==> config.mk <==
export PLATFORM = sky130hd
export DESIGN_NAME = uart_tx_sequencer
export DESIGN_NICKNAME = d
export VERILOG_FILES = /design/src/rtl/uart_tx_sequencer.sv
export SDC_FILE = /design/constraint.sdc
export NUM_CORES = 1
export LEC_CHECK = 0
export ABC_AREA = 1
export CORE_ASPECT_RATIO = 1.75
export CORE_UTILIZATION = 50
export CTS_CLUSTER_DIAMETER = 100
export CTS_CLUSTER_SIZE = 8
export DETAILED_ROUTE_END_ITERATION = 7
export PLACE_DENSITY = 0.73
export SLEW_MARGIN = 0
export SYNTH_ARGS = -nofsm -noshare
export SYNTH_HDL_FRONTEND = slang
export SYNTH_SLANG_ARGS = --single-unit
==> constraint.sdc <==
create_clock -name clk -period 5.4 [get_ports clk]
set_input_delay 0.81 -clock clk [delete_from_list [all_inputs] [get_ports clk]]
set_output_delay 0.81 -clock clk [all_outputs]
set_load 0.02 [all_outputs]
==> src/rtl/uart_tx_sequencer.sv <==
// -----------------------------------------------------------------------------
// uart_tx_sequencer
//
// Purpose:
//   Turns a single start pulse from the front-panel capture stage into a burst
//   of bytes for the UART TX core. Byte k of the burst carries data+k (mod 256).
//   An optional inter-byte gap (0, 0.5, 1 or 2 s) separates consecutive bytes.
//   Progress (bytes_sent) and completion (done) go to the display logic.
//
// Ports:
//   clk            in   system clock
//   reset          in   asynchronous, active-high reset
//   CE             in   baud-rate clock enable; every register advances only when CE=1
//   start          in   one-CE-cycle start pulse, ignored while a burst is running
//   data[7:0]      in   value of the first byte in the burst
//   bytes_to_send  in   burst length (0 gives an immediate done with no bytes)
//   delay_sel[1:0] in   inter-byte gap: 00=none, 01=0.5 s, 10=1 s, 11=2 s
//   tx_busy        in   busy flag of the UART TX core
//   tx_start       out  one-CE-cycle byte request to the TX core
//   tx_data[7:0]   out  byte for the TX core, stable from tx_start until tx_busy falls
//   busy           out  burst in progress
//   done           out  one-CE-cycle pulse at burst completion
//   bytes_sent     out  bytes completed in the current or most recent burst
//
// Handshake with the TX core:
//   tx_start is high for exactly one CE-qualified cycle (the REQ state). The
//   sequencer then waits for tx_busy=1 (byte accepted), then for tx_busy=0
//   (byte finished). tx_data does not change between those events.
// -----------------------------------------------------------------------------
module uart_tx_sequencer #(
    parameter int HALF_SEC_TICKS = 28800,
    parameter int GAP_W          = 18
) (
    input  logic        clk,
    input  logic        reset,
    input  logic        CE,
    input  logic        start,
    input  logic [7:0]  data,
    input  logic [14:0] bytes_to_send,
    input  logic [1:0]  delay_sel,
    input  logic        tx_busy,
    output logic        tx_start,
    output logic [7:0]  tx_data,
    output logic        busy,
    output logic        done,
    output logic [14:0] bytes_sent
);

    typedef enum logic [2:0] {
        IDLE   = 3'd0,
        LOAD   = 3'd1,
        REQ    = 3'd2,
        ACK    = 3'd3,
        XMIT   = 3'd4,
        GAP    = 3'd5,
        FINISH = 3'd6
    } state_t;

    state_t state;
    state_t state_nxt;

    // Burst parameters captured at start; they never change mid-burst.
    logic [7:0]       data_lat;
    logic [14:0]      bytes_lat;
    logic [1:0]       delay_lat;
    logic [GAP_W-1:0] gap_cnt;

    // Datapath controls produced by the next-state logic, applied on CE.
    logic load_params;
    logic load_tx;
    logic inc_sent;
    logic load_gap;
    logic dec_gap;

    logic [14:0]      sent_inc;
    logic [GAP_W-1:0] gap_len;

    assign sent_inc = bytes_sent + 15'd1;

    // Gap length in CE ticks for the latched delay selection.
    always_comb begin
        gap_len = '0;
        case (delay_lat)
            2'b00:   gap_len = '0;
            2'b01:   gap_len = GAP_W'(HALF_SEC_TICKS);
            2'b10:   gap_len = GAP_W'(2 * HALF_SEC_TICKS);
            default: gap_len = GAP_W'(4 * HALF_SEC_TICKS);
        endcase
    end

    // State register.
    always_ff @(posedge clk or posedge reset) begin
        if (reset) begin
            state <= IDLE;
        end else if (CE) begin
            state <= state_nxt;
        end
    end

    // Next-state and datapath control.
    always_comb begin
        state_nxt   = state;
        load_params = 1'b0;
        load_tx     = 1'b0;
        inc_sent    = 1'b0;
        load_gap    = 1'b0;
        dec_gap     = 1'b0;
        case (state)
            IDLE: begin
                if (start) begin
                    load_params = 1'b1;
                    // A zero-length burst still reports completion.
                    state_nxt = (bytes_to_send == 15'd0) ? FINISH : LOAD;
                end
            end
            LOAD: begin
                load_tx   = 1'b1;
                state_nxt = REQ;
            end
            REQ: begin
                state_nxt = ACK;
            end
            ACK: begin
                if (tx_busy) begin
                    state_nxt = XMIT;
                end
            end
            XMIT: begin
                if (!tx_busy) begin
                    inc_sent = 1'b1;
                    if (sent_inc == bytes_lat) begin
                        state_nxt = FINISH;
                    end else if (gap_len == '0) begin
                        state_nxt = LOAD;
                    end else begin
                        load_gap  = 1'b1;
                        state_nxt = GAP;
                    end
                end
            end
            GAP: begin
                // The XMIT cycle that saw tx_busy fall is the first gap tick,
                // so LOAD arrives exactly gap_len ticks after that fall.
                if (gap_cnt <= GAP_W'(1)) begin
                    state_nxt = LOAD;
                end else begin
                    dec_gap = 1'b1;
                end
            end
            FINISH: begin
                state_nxt = IDLE;
            end
            default: begin
                state_nxt = IDLE;
            end
        endcase
    end

    // Latched parameters, byte counter, gap counter and outgoing byte.
    always_ff @(posedge clk or posedge reset) begin
        if (reset) begin
            data_lat   <= 8'd0;
            bytes_lat  <= 15'd0;
            delay_lat  <= 2'd0;
            gap_cnt    <= '0;
            bytes_sent <= 15'd0;
            tx_data    <= 8'd0;
        end else if (CE) begin
            if (load_params) begin
                data_lat   <= data;
                bytes_lat  <= bytes_to_send;
                delay_lat  <= delay_sel;
                bytes_sent <= 15'd0;
            end
            if (load_tx) begin
                // 8-bit wrap: byte 256 of a long burst repeats the first value.
                tx_data <= data_lat + bytes_sent[7:0];
            end
            if (inc_sent) begin
                bytes_sent <= sent_inc;
            end
            if (load_gap) begin
                gap_cnt <= gap_len - GAP_W'(1);
            end else if (dec_gap) begin
                gap_cnt <= gap_cnt - GAP_W'(1);
            end
        end
    end

    // Moore outputs decoded from state; reset forces them low at once.
    assign tx_start = (state == REQ);
    assign done     = (state == FINISH);
    assign busy     = (state == LOAD) || (state == REQ) || (state == ACK) ||
                      (state == XMIT) || (state == GAP);

endmodule

-- Word level (Yosys, flattened, before mapping)
Cells that the tools add are included.
- bits of input ports: 30
- register bits after elaboration: 69
- output and inout port bits: 26
- logic and storage cells: 64
- order comparisons: 1
- multiplexer cells: 24
- $add $sub $neg: 4
- equality and inequality tests: 13
- reductions and logical operators: 15
- operators by type and width (operator ; count):
    17-bit one-hot mux with 3 select lines ; 1
    18-bit two-way mux ; 2
    18-bit by 1-bit subtractor with 18-bit output, second input constant ; 2
    15-bit two-way mux ; 2
    3-bit two-way mux ; 7
    18-bit by 1-bit less-or-equal comparator with 1-bit output, second input constant ; 1
    18-bit logical NOT ; 1
    3-bit one-hot mux with 6 select lines ; 1
    15-bit by 1-bit adder with 15-bit output, second input constant ; 1
    15-bit == test ; 1
    15-bit logical NOT ; 1
    1-bit two-way mux ; 11
    3-bit == test, second input constant ; 3
    8-bit adder ; 1
    2-bit != test, second input constant ; 4
    2-bit AND reduction ; 4
    3-bit by 2-bit == test with 1-bit output, second input constant ; 2
    5-bit AND reduction ; 1
    1-bit logical OR ; 4
    2-bit nonzero test ; 2
    3-bit by 1-bit == test with 1-bit output, second input constant ; 1
    3-bit logical NOT ; 1
    2-bit by 1-bit == test with 1-bit output, second input constant ; 1
    2-bit == test, second input constant ; 1
    2-bit logical NOT ; 1

-- Longest topological paths before layout
- depth after elaboration: 9
- depth in mapped cells: 18
- gate-level depth less buffers: 17

-- Worst setup path before layout
Ideal clock, no wire load.
- path kind: register to register
- from: reg bytes_sent[0]
- to: reg gap_cnt[0]
- required time: 5.283 ns
- setup time: 0.117 ns
- data arrival time: 2.205 ns
- path buffers: 2
- path slack: 3.078 ns
- period minus slack after synthesis: 2.322 ns
- stages on the path, launching flop included: 19
- cells stage by stage: dfrtp_1 ha_1 nand2_2 nor2_1 nand2_1 nand2_1 nand2_1 nand2_1 nand2_1 nor2_2 nand3_2 nor2_4 nand2_4 nand2_4 buf_8 buf_8 nand2_1 nand3_1 nand2_1
- longest elaborated chain between the ends: 7
- elaborated cells on any way between the ends: 8
- classes of those cells: 1 x add/sub; 1 x eq/ne; 4 x mux; 2 x reduce/logical
- RTL lines (what ; RTL line ; source):
    start, declared ; 46 ; output logic [14:0] bytes_sent
    start signal, assigned ; 180 ; bytes_sent <= sent_inc;
    15-bit by 1-bit adder with 15-bit output * ; 78 ; assign sent_inc = bytes_sent + 15'd1;
    15-bit == test * ; 131 ; if (sent_inc == bytes_lat) begin
    1-bit two-way mux * ; 131 ;
    1-bit two-way mux * ; 129 ; if (!tx_busy) begin
    1-bit two-way mux * ; 108 ; case (state)
    2-bit nonzero test (no line) ; -- ;
    2-bit AND reduction (no line) ; -- ;
    end signal, assigned ; 183 ; gap_cnt <= gap_len - GAP_W'(1);
    end signal, assigned ; 185 ; gap_cnt <= gap_cnt - GAP_W'(1);
    end, declared ; 66 ; logic [GAP_W-1:0] gap_cnt;
Every way passes the cells marked *; elsewhere a longest branch is shown, timed or not.
A chain may end at the register's enable or synchronous reset.

-- Final worst setup path
- from: in CE
- to: reg bytes_sent[2]
- longest elaborated chain between the ends: 1
- RTL lines (what ; RTL line ; source):
    start, declared ; 36 ; input logic CE,
    2-bit AND reduction (no line) ; -- ;
No other way between the ends.

==> results.md <==
- Highest ir drop seen on vdd: 243 uV
- Distinct cells, synth: 37
- Worst Setup End Kind: flip-flop
- P&R area growth vs syn: 21.7%
- DRC Markers: 0
- Vias in the first global route: 3894
- F_max: 348 MHz
- Max-Cap Viols: 0
- Initial antenna violation count: 0
- #FFs+latches synth: 69
- Required time worst endpoint: 5.64 ns
- Setup Buffers After CTS: 0
- Switching Power: 0.970 mW
- CP bufs+invs: 3
- Core box area: 0.00867 sq mm
- Share of cells above drive strength 1: 0.0950
- Crit-path slowest cell: clkdlybuf4s50_1
- First-pass GRT wire length: 17800 um
- Avg Cell Area, Syn: 7.66 sq um
- Reg-to-reg slack, setup: 2.58 ns
- Antenna-violating nets left: 0
- Vias: 4036
- Die Y-Extent: 127 um
- CP Class: in -> reg
- Die area: 0.00931 sq mm
- Sequential share of power: 0.346
- Switching share of total power: 0.380
- Port buffer count: 55
- WL/cell: 14.4 um
- Clock tree sinks: 69
- Fin Setup TNS: 0 ns
- H-tree depth: 3
- Hold_ws: 0.477 ns
- Routed vias/inst: 5.32
- Crit-path max FO: 16
- # rows: 45
- Seq/Total Area, Yosys: 0.387
- RSZ-0062 raised after global routing: false
- Hold Vio Cnt, Final: 0
- Die W: 73.4 um
- Synth Warn #: 0
- Crit. path cell count: 7
- Effective utilization at floorplan: 0.514
- Max stage delay on crit path: 0.86 ns
- CP arrival: 3.11 ns
- Clock Root Buffer: clkbuf_16
- CP endpoint: bytes_sent[2]
- Worst min-delay path category: reg -> reg
- Final setup vio count: 0
- Nets@finish: 683
- Status: complete, no violations
- Cell Pwr Density: 471 mW/mm^2
- Pin count of the biggest net entering global routing: 70
- Count of final max-slew check failures: 0
- CP cell instances: clkdlybuf4s50_1 -> inv_1 -> nor2_1 -> inv_2 -> nand2_1 -> nand4_1 -> o21ai_0
- Skew-Pair Late Insertion Delay: 0.34 ns
- Type of origin of the critical path: primary input
- CTS resizes: 0
- Num CTS Buffers: 9
- FF-to-FF path depth: 17
- Critical R2R Launch: bytes_sent[0]
- Tot GR Track Use: 0.256
- Family with the most delay on the worst path: buffers and inverters
- GR Overflow Total: 0
- CTS Buffer Depth: 2
- Post-DP HPWL: 8090 um
- Worst Hold Launch: tx_data[0]
- Period Utilization, post-route: 0.532
- Worst-path clk slew: 0.05 ns
- FF-to-FF End: gap_cnt[10]
- Final Skew: 0.00547 ns
- Gpl congestion: 0.932
- Netlist Area Pre-Place: 0.00446 sq mm
- Actual slew at the worst max-slew pin: 0.883 ns
- I/O pin cnt: 56
- Hold Buf Count CTS: 0
- Logic gate share of total power: 0.391
- CP Launch Point: CE
- TritonRoute pass-1 iters: 4
- TritonCTS clock tree: yes
- Initial DRC count: 215
- Minimum clock period: 2.87 ns
- Synthesized Nets: 628
- Post-Syn Instances: 582
- Relative slew margins: 0.411
- WL final: 10900 um
- Clock power frac: 0.263
- Asr flop ratio synth: 1.00
- Post-synth top flop: dfrtp_1
- Diode count: 0
- Total leakage power: 2.69 nW
- Internal power: 1.58 mW
- Post-synth EDFFs: 0
## metal layers
layer,vias to the layer above,share of wire,track usage
met5,-,0,0
met4,0,0.034,0.113
met3,31,0.045,0.0604
met2,133,0.56,0.485
met1,1884,0.36,0.253
li1,1988,-,-
## final cells by class
cell class	instances	area, sq um
fill	802	3250
clock inverter	3	65.1
sequential	69	1730
multi-input combinational	427	2370
inverter	73	274
clock buffer	13	280
tap	117	146
timing repair buffer	57	566
## logic make-up after synthesis
group	after synthesis	synth area share
DFF	69	0.387
AOI/OAI and AO/OA	56	0.0699
and+or+nand+nor	322	0.342
xor gates and xnor gates	26	0.0545
muxes	7	0.0177
adders and majority gates	16	0.0466
buffers and inverters	86	0.0817
## worst reg2reg max path: stages, from the launching register on
cell	delay (ns)
dfrtp_1	0.52
ha_1	0.24
nand2_2	0.11
nor2_1	0.31
nand2_1	0.10
nand2_1	0.08
nand2_1	0.07
nand2_1	0.07
nand2_1	0.06
nor2_2	0.09
nand3_2	0.11
nor2_4	0.16
nand2_4	0.10
nand2_4	0.23
nand2_4	0.14
nand2_4	0.21
nand2_1	0.10
nand2_1	0.07
## metrics by stage
step | utilization | instances | instance area, sq um | power [mW] | setup WS (ns)
floorplan | - | 582 | 4460 | 1.58 | 2.85
global placement | 0.586 | 743 | 5080 | 1.84 | 2.31
detailed placement | 0.586 | 743 | 5080 | 1.87 | 2.22
CTS | 0.626 | 759 | 5420 | 2.56 | 2.55
global route | 0.626 | 759 | 5420 | 2.74 | 2.31
finish | 0.626 | 759 | 5420 | 2.55 | 2.53
## worst min-delay path by stage
| stage | end | slack, ns | cells past startpoint |
|---|---|---|---|
| final | tx_data[0] | 0.48 | 2 |
| after global routing | gap_cnt[17] | 0.52 | 2 |
| after CTS | tx_data[0] | 0.49 | 2 |
| after detailed placement | gap_cnt[16] | 0.47 | 2 |
| after global placement | gap_cnt[17] | 0.45 | 2 |
| after floorplan | gap_cnt[17] | 0.44 | 2 |
## layout by cell type (no fill, tap or decap), drive strengths merged
cell type      count
bufinv             2
fa                 1
o22ai              5
a211oi             2
nand3             47
o211ai             1
ha                15
a21oi             12
xnor2              7
nand2            189
o21bai             1
clkdlybuf4s50     55
clkbuf            13
o32ai              1
xor2              18
nor4               6
o21ai             34
clkinv             2
buf                2
nand3b            10
dfrtp             69
nor2              43
nand4             18
or2                2
xor3               1
nor3               7
mux2               7
inv               72
## synth_stat cells, types with 8 or more instances
cell,instances,area share
xor2_1,18,0.035
ha_1,15,0.042
o21ai_0,31,0.035
inv_1,69,0.058
dfrtp_1,69,0.39
nand3_1,45,0.051
nand4_1,18,0.025
nor2_2,8,0.011
nand3b_1,10,0.017
nor2_1,29,0.024
nand2_1,176,0.15
a21oi_1,11,0.012
## power groups by stage
stage | sequential [mW] | clock (mW) | combinational [mW]
finish | 0.882 | 0.672 | 0.999
CTS | 0.880 | 0.679 | 1.00
global route | 0.909 | 0.705 | 1.13
floorplan | 0.877 | 0 | 0.702
detailed placement | 0.887 | 0 | 0.986
global placement | 0.879 | 0 | 0.961
## sequential cells by signal (all words and copies together), names as in the netlist
| signal | count |
|---|---|
| bytes_sent | 15 |
| gap_cnt | 18 |
| state | 3 |
| delay_lat | 2 |
| bytes_lat | 15 |
| tx_data | 8 |
| data_lat | 8 |
Note: power is estimated with default switching activity, not from simulation.
